===== config.mk =====
export PLATFORM = sky130hd
export DESIGN_NAME = regfile_mp_dump
export DESIGN_NICKNAME = d
export VERILOG_FILES = /design/src/rtl/regfile_pkg.sv /design/src/rtl/regfile_dump_seq.sv /design/src/rtl/regfile_mp_dump.sv
export SDC_FILE = /design/constraint.sdc
export NUM_CORES = 2
export LEC_CHECK = 0
export CELL_PAD_IN_SITES_DETAIL_PLACEMENT = 0
export CELL_PAD_IN_SITES_GLOBAL_PLACEMENT = 1
export CORE_MARGIN = 8
export CORE_UTILIZATION = 54
export CTS_BUF_LIST = sky130_fd_sc_hd__clkbuf_8
export DETAILED_ROUTE_END_ITERATION = 10
export PLACE_DENSITY = 0.88
export SLEW_MARGIN = 20
export SYNTH_ARGS = -nofsm -noshare
export SYNTH_HDL_FRONTEND = slang
export SYNTH_SLANG_ARGS = --single-unit

===== constraint.sdc =====
create_clock -name Clock -period 44.6 [get_ports Clock]
set_input_delay 8.92 -clock Clock [delete_from_list [all_inputs] [get_ports Clock]]
set_output_delay 8.92 -clock Clock [all_outputs]
set_load 0.03 [all_outputs]

===== src/rtl/regfile_pkg.sv =====
// Shared types and defaults for the multi-port register file with dump sequencer.
package regfile_pkg;

  typedef enum logic {IDLE, STREAM} dump_state_t;

  localparam int DEF_DATA_W = 32;
  localparam int DEF_ADDR_W = 5;

  function automatic int depth_of(input int addr_w);
    return 1 << addr_w;
  endfunction

endpackage


===== src/rtl/regfile_dump_seq.sv =====
// Dump sequencer: walks every register index and presents a snapshot of each
// value on a valid/ready stream.
module regfile_dump_seq
  import regfile_pkg::*;
#(
  parameter int ADDR_W = DEF_ADDR_W,
  parameter int DATA_W = DEF_DATA_W
) (
  input  logic              Clock,
  input  logic              Reset,
  input  logic              start,
  input  logic              ready,
  output logic [ADDR_W-1:0] rd_idx,
  input  logic [DATA_W-1:0] rd_data,
  output logic              busy,
  output logic              valid,
  output logic [ADDR_W-1:0] index,
  output logic [DATA_W-1:0] data,
  output logic              last
);

  dump_state_t       state_q, state_d;
  logic [ADDR_W-1:0] idx_q, idx_d;
  logic [DATA_W-1:0] data_q, data_d;

  always_ff @(posedge Clock or posedge Reset) begin
    if (Reset) begin
      state_q <= IDLE;
      idx_q   <= '0;
      data_q  <= '0;
    end else begin
      state_q <= state_d;
      idx_q   <= idx_d;
      data_q  <= data_d;
    end
  end

  // rd_data is the post-edge value of rd_idx, so a write landing on the
  // capture edge is included in the snapshot.
  always_comb begin
    state_d = state_q;
    idx_d   = idx_q;
    data_d  = data_q;
    rd_idx  = idx_q + ADDR_W'(1);
    case (state_q)
      IDLE: begin
        rd_idx = '0;
        if (start) begin
          state_d = STREAM;
          idx_d   = '0;
          data_d  = rd_data;
        end
      end
      STREAM: begin
        if (ready) begin
          if (idx_q == '1) begin
            state_d = IDLE;
          end else begin
            idx_d  = idx_q + ADDR_W'(1);
            data_d = rd_data;
          end
        end
      end
      default: state_d = IDLE;
    endcase
  end

  assign valid = (state_q == STREAM);
  assign busy  = valid;
  assign last  = valid && (idx_q == '1);
  assign index = idx_q;
  assign data  = data_q;

endmodule


===== src/rtl/regfile_mp_dump.sv =====
// Parametrised register file: 2 comb read ports, 1 write port, monitor output
// and a non-stalling dump stream. Same-cycle write bypass: REGFILE_BYPASS_EN.
module regfile_mp_dump
  import regfile_pkg::*;
#(
  parameter int DATA_W   = DEF_DATA_W,
  parameter int ADDR_W   = DEF_ADDR_W,
  parameter int ZERO_REG = 1,
  parameter int MON_REG  = 1
) (
  input  logic              Clock,
  input  logic              Reset,
  input  logic              Reg_Write,
  input  logic [ADDR_W-1:0] Write_Register,
  input  logic [DATA_W-1:0] Write_Data,
  input  logic [ADDR_W-1:0] Read_Register1,
  input  logic [ADDR_W-1:0] Read_Register2,
  output logic [DATA_W-1:0] Read_Data1,
  output logic [DATA_W-1:0] Read_Data2,
  output logic [DATA_W-1:0] Register_Out,
  input  logic              Dump_Start,
  output logic              Dump_Busy,
  output logic              Dump_Valid,
  input  logic              Dump_Ready,
  output logic [ADDR_W-1:0] Dump_Index,
  output logic [DATA_W-1:0] Dump_Data,
  output logic              Dump_Last
);

  localparam int                DEPTH   = depth_of(ADDR_W);
  localparam logic [ADDR_W-1:0] MON_IDX = ADDR_W'(MON_REG);

  logic [DEPTH-1:0][DATA_W-1:0] regs, regs_nxt;
  logic [ADDR_W-1:0]            seq_rd_idx;

  // regs_nxt is the value each register holds after the coming edge. With
  // ZERO_REG, entry 0 is never written so it stays at its reset value of 0.
  for (genvar i = 0; i < DEPTH; i++) begin : g_nxt
    localparam bit WR_OK = !(ZERO_REG != 0 && i == 0);
    assign regs_nxt[i] = (WR_OK && Reg_Write && Write_Register == ADDR_W'(i))
                         ? Write_Data : regs[i];
  end

  always_ff @(posedge Clock or posedge Reset) begin
    if (Reset) begin
      regs         <= '0;
      Register_Out <= '0;
    end else begin
      regs         <= regs_nxt;
      Register_Out <= regs_nxt[MON_IDX];
    end
  end

`ifdef REGFILE_BYPASS_EN
  assign Read_Data1 = regs_nxt[Read_Register1];
  assign Read_Data2 = regs_nxt[Read_Register2];
`else
  assign Read_Data1 = regs[Read_Register1];
  assign Read_Data2 = regs[Read_Register2];
`endif

  regfile_dump_seq #(
    .ADDR_W (ADDR_W),
    .DATA_W (DATA_W)
  ) u_seq (
    .Clock   (Clock),
    .Reset   (Reset),
    .start   (Dump_Start),
    .ready   (Dump_Ready),
    .rd_idx  (seq_rd_idx),
    .rd_data (regs_nxt[seq_rd_idx]),
    .busy    (Dump_Busy),
    .valid   (Dump_Valid),
    .index   (Dump_Index),
    .data    (Dump_Data),
    .last    (Dump_Last)
  );

endmodule

# After elaboration in Yosys (flattened, before gate mapping)
# Cells that the tools add are included.
[word_totals] register_bits=1030 input_bits=52 word_cells=157
[classes] addsub=1 n_lt_le_gt_ge=3 eq_ne=35 n_mux=50 n_bitwise=1 reduce_logical=33
[op_table] op="$mux W32" count=37
[op_table] op="$bmux W32 S5" count=3
[op_table] op="$eq A5 B5 Y1 const B" count=17
[op_table] op="$pmux W32 S2" count=1
[op_table] op="$eq A5 B4 Y1 const B" count=8
[op_table] op="$logic_and A1 B1 Y1" count=32
[op_table] op="$eq A5 B3 Y1 const B" count=4
[op_table] op="$mux W5" count=4
[op_table] op="$lt A5 B6 Y1 const B" count=3
[op_table] op="$eq A5 B2 Y1 const B" count=2
[op_table] op="$pmux W5 S2" count=1
[op_table] op="$ne A2 B2 Y1 const B" count=3
[op_table] op="$add A5 B1 Y5 const B" count=1
[op_table] op="$eq A5 B1 Y1 const B" count=1
[op_table] op="$mux W1" count=3
[op_table] op="$reduce_and A3 Y1" count=1
[op_table] op="$pmux W1 S2" count=1
[op_table] op="$not A1 Y1" count=1

# Longest topological paths before layout
[logic_depth] depth_word=8 depth_mapped=13 ltp_nobuf=10

# Cells and area by module
# A second synthesis with hierarchy kept.
[unflattened] cells_unflattened=5318 area_unflattened_um2=64299.2
[by_module_without_submodules] module="regfile_mp_dump" n_inst=1 cells_each=5212 area_each_um2=62743.9 seq_area_each_um2=24823.8
[by_module_without_submodules] module="regfile_dump_seq" n_inst=1 cells_each=106 area_each_um2=1555.2 seq_area_each_um2=950.9

# Least setup slack after synthesis
# Ideal clock, no wire load.
[synth_path] kind="input-to-output" start="in Read_Register2[0]" end="out Read_Data2[26]" arrival_time_ps=11372 setup_slack_ps=24308 cell_stages=6 path_buffers=3 cell_sequence="clkbuf_1 clkbuf_1 clkbuf_1 mux4_2 mux4_2 mux2_2"
[synth_via] elab_chain_cells=2
[synth_lines] item="start: declaration" line="regfile_mp_dump.sv:17" rtl="input logic [ADDR_W-1:0] Read_Register2,"
[synth_lines] item="$bmux W32 S5" line="regfile_mp_dump.sv:59" rtl="assign Read_Data2 = regs[Read_Register2];"
[synth_lines] item="$mux W32 (not written as such)" line="regfile_mp_dump.sv:59"
[synth_lines] item="end: declaration" line="regfile_mp_dump.sv:19" rtl="output logic [DATA_W-1:0] Read_Data2,"
# Every way passes these cells. The select of a mux whose other input is x is not followed.

# Final worst setup path
[layout_path] start="in Read_Register2[0]" end="out Read_Data2[3]"
# The elaborated chain is that of the path after synthesis.

==> reports/results.tsv <==
metric	value	unit
grt_pass1_wl	348	mm
crit_arrival	13910	ps
drc	0	
cap_violations	0	
hold_viol_final	0	
syn_to_final_growth	9.83	%
die_y	358	µm
ys.flop_type	dfrtp_1	
powerDensity	54.4	nW/µm²
fin_crit	22830	ps
yosys_warnings	0	
fp-row-count	125	
start_util	0.543	
synth_edf_count	0	
skew	49.2	ps
synth_most_common_cell	mux2_2	
period_share	0.512	
grt_start_max_net_pins	163	
gp_congestion	0.899	
outcome	finished, final reports clean	
drive_gt1_frac	0.439	
cts_root_buffer	clkbuf_8	
cts_setup_buffers	0	
cp_data_required_time	35680	ps
holdBufCountCts	0	
critPathKind	primary input to output pin	
cts_buffer_depth	3	
dieArea	128000	µm²
worstSetupEndpoint	Read_Data2[3]	
slowest_delay	790	ps
max-vdd-ir-drop	42.8	µV
cts_buffers	174	
async_flop_share	1.00	
netlist.area_leader.share	0.409	
ios	188	
cts_tree	yes	
wire_per_inst	38.4	µm
timing.rr.end	u_seq.data[5]	
worst_r2r_startpoint	u_seq.index[0]	
cts_resized	0	
synth-seq-area-share	0.409	
p_leak	29.2	nW
startpoint_type	primary input	
synth.net_count	4774	
numPortBuffers	187	
hp-class	register to register	
ant_nets	0	
first_iter_violations	7099	
clk_latency	890	ps
crit_slowest_cell	buf_4	
firstDrtPassIters	8	
reg2reg_depth	10	
synthTopCellsByArea	dfrtp_1, mux4_2, mux2_2, a221oi_1, mux2i_1	
ctsHtreeMaxLevel	4	
n_fill_cell	8905	
synth_common_cells	mux2_2, dfrtp_1, mux4_2, clkbuf_1, nand2_1	
syn_inst	4720	
clock_sink_count	1030	
hpwl	141	mm
synth_top_area_cell	dfrtp_1	
final_util	0.597	
antenna_found_initial	18	
nets	4706	
path_common_cell	buf_4	
synth-seq-cells	1030	
fmax	43.8	MHz
path_cells	buf_8 > buf_4 > buf_4 > buf_4 > mux4_2 > mux4_2 > mux2_2 > clkdlybuf4s50_1	
maxSlewHeadroom	0.117	
critPathCaptureType	output pin	
grt_pass1_vias	49300	
routed_wl	243	mm
syn_avg_cell_area	13.4	µm²
die_w	358	µm
cp-startpoint	Read_Register2[0]	
synth_cell_types	90	
fin_tns_setup	0	ps
syn_area	63100	µm²
clk_pin_slew	50	ps
dr_total_vias	49300	
cpLargestDelayFamily	buffers and inverters	
setup_violations	0	
maxSlewViolCount	0	
globalRouteOverflowTotal	0	
rrSetupSlack	39030	ps
path_depth	8	
worst_slew_pin_slew	1330	ps
rsz0062_at_grt	false	
grt_use_total	0.373	
vias_per_cell	7.79	
crit_fanout	61	
core	116000	µm²
cp_num_buf_inv	5	
## routing by layer
layer	GRT usage	share of wire	up-vias
met2	0.537	0.43	4173
li1	-	-	18600
met3	0.137	0.14	1144
met5	0.00307	0.00083	-
met1	0.475	0.35	25400
met4	0.242	0.077	22
## area by class of cell
| type | instances | area (µm²) | area share |
|---|---|---|---|
| diodes | 10 | 25.0 | 0.000361 |
| multi-input cells | 3100 | 35000 | 0.506 |
| clock inverters | 88 | 423 | 0.00611 |
| repair buffers | 319 | 2890 | 0.0417 |
| clock buffers | 226 | 3110 | 0.0449 |
| well taps | 1524 | 1910 | 0.0275 |
| flip-flops and latches | 1030 | 25800 | 0.372 |
| inverters | 27 | 109 | 0.00157 |
## stage by stage
| stage | setup WS [ps] | hold slack [ps] | instance area [µm²] | power [mW] | std cells |
|---|---|---|---|---|---|
| 2_1_floorplan | 6690 | 472 | 63100 | 2.28 | 4720 |
| 3_3_place_gp | 21710 | 491 | 65700 | 2.80 | 5999 |
| 3_5_place_dp | 21690 | 504 | 65700 | 2.84 | 5999 |
| 4_1_cts | 21670 | 519 | 69200 | 3.70 | 6313 |
| 5_1_grt | 21450 | 544 | 69200 | 3.87 | 6316 |
| 6_report | 21770 | 510 | 69300 | 3.77 | 6324 |
## cell families after synthesis
logic type               synth area share
multiplexers                        0.416
flip-flops                          0.409
AO/OA/AOI/OAI                      0.0932
buffers and inverters              0.0401
AND/OR/NAND/NOR                    0.0413
XOR/XNOR                         0.000417
adder cells (fa/ha/maj)          0.000397
## sequential cells by signal, indices dropped and copies added (netlist names)
name         flops
u_seq.index      5
regs           992
u_seq.data      32
u_seq.busy       1
## power breakdown
group	internal, mW	total (mW)	switching [mW]
Combinational	0.651	1.58	0.934
Sequential	1.13	1.31	0.180
Clock	0.463	0.875	0.412
## worst reg2reg max path: cells and delay by family (launching register included)
family	cells	cell delay, ps
AOI/OAI and AO/OA	2	590
adders and majority gates	1	1010
buffers and inverters	4	1640
DFF	1	960
and+or+nand+nor	3	1310
## placed cells by master (no fill, tap or decap), drive strengths merged, types with 15 or more instances in the layout
| cell | Yosys | routed |
|---|---|---|
| o21ai | 173 | 173 |
| or3 | 16 | 16 |
| mux2i | 122 | 122 |
| o211ai | 32 | 32 |
| and2 | 24 | 24 |
| nand3 | 40 | 40 |
| a221oi | 147 | 147 |
| clkdlybuf4s50 | 0 | 167 |
| inv | 27 | 97 |
| a211oi | 15 | 15 |
| nand2 | 207 | 207 |
| a21oi | 80 | 80 |
| nor3 | 34 | 34 |
| a22oi | 91 | 91 |
| dfrtp | 1030 | 1030 |
| o22ai | 20 | 20 |
| clkbuf | 312 | 227 |
| buf | 251 | 151 |
| nor2 | 95 | 95 |
| mux4 | 577 | 577 |
| nand4 | 35 | 35 |
| mux2 | 1065 | 1065 |
| a22o | 97 | 97 |
## how the worst min path moves through the flow
stage                   start        endpoint  slack [ps]  cells after the start
2_1_floorplan       regs[604]       regs[604]         470                      2
3_3_place_gp   u_seq.data[11]  u_seq.data[11]         490                      2
3_5_place_dp   u_seq.data[11]  u_seq.data[11]         500                      2
4_1_cts        u_seq.data[11]  u_seq.data[11]         520                      2
5_1_grt        u_seq.data[11]  u_seq.data[11]         540                      2
6_report       u_seq.data[11]  u_seq.data[11]         510                      2
No activity file was read; power rests on OpenSTA's default activity.
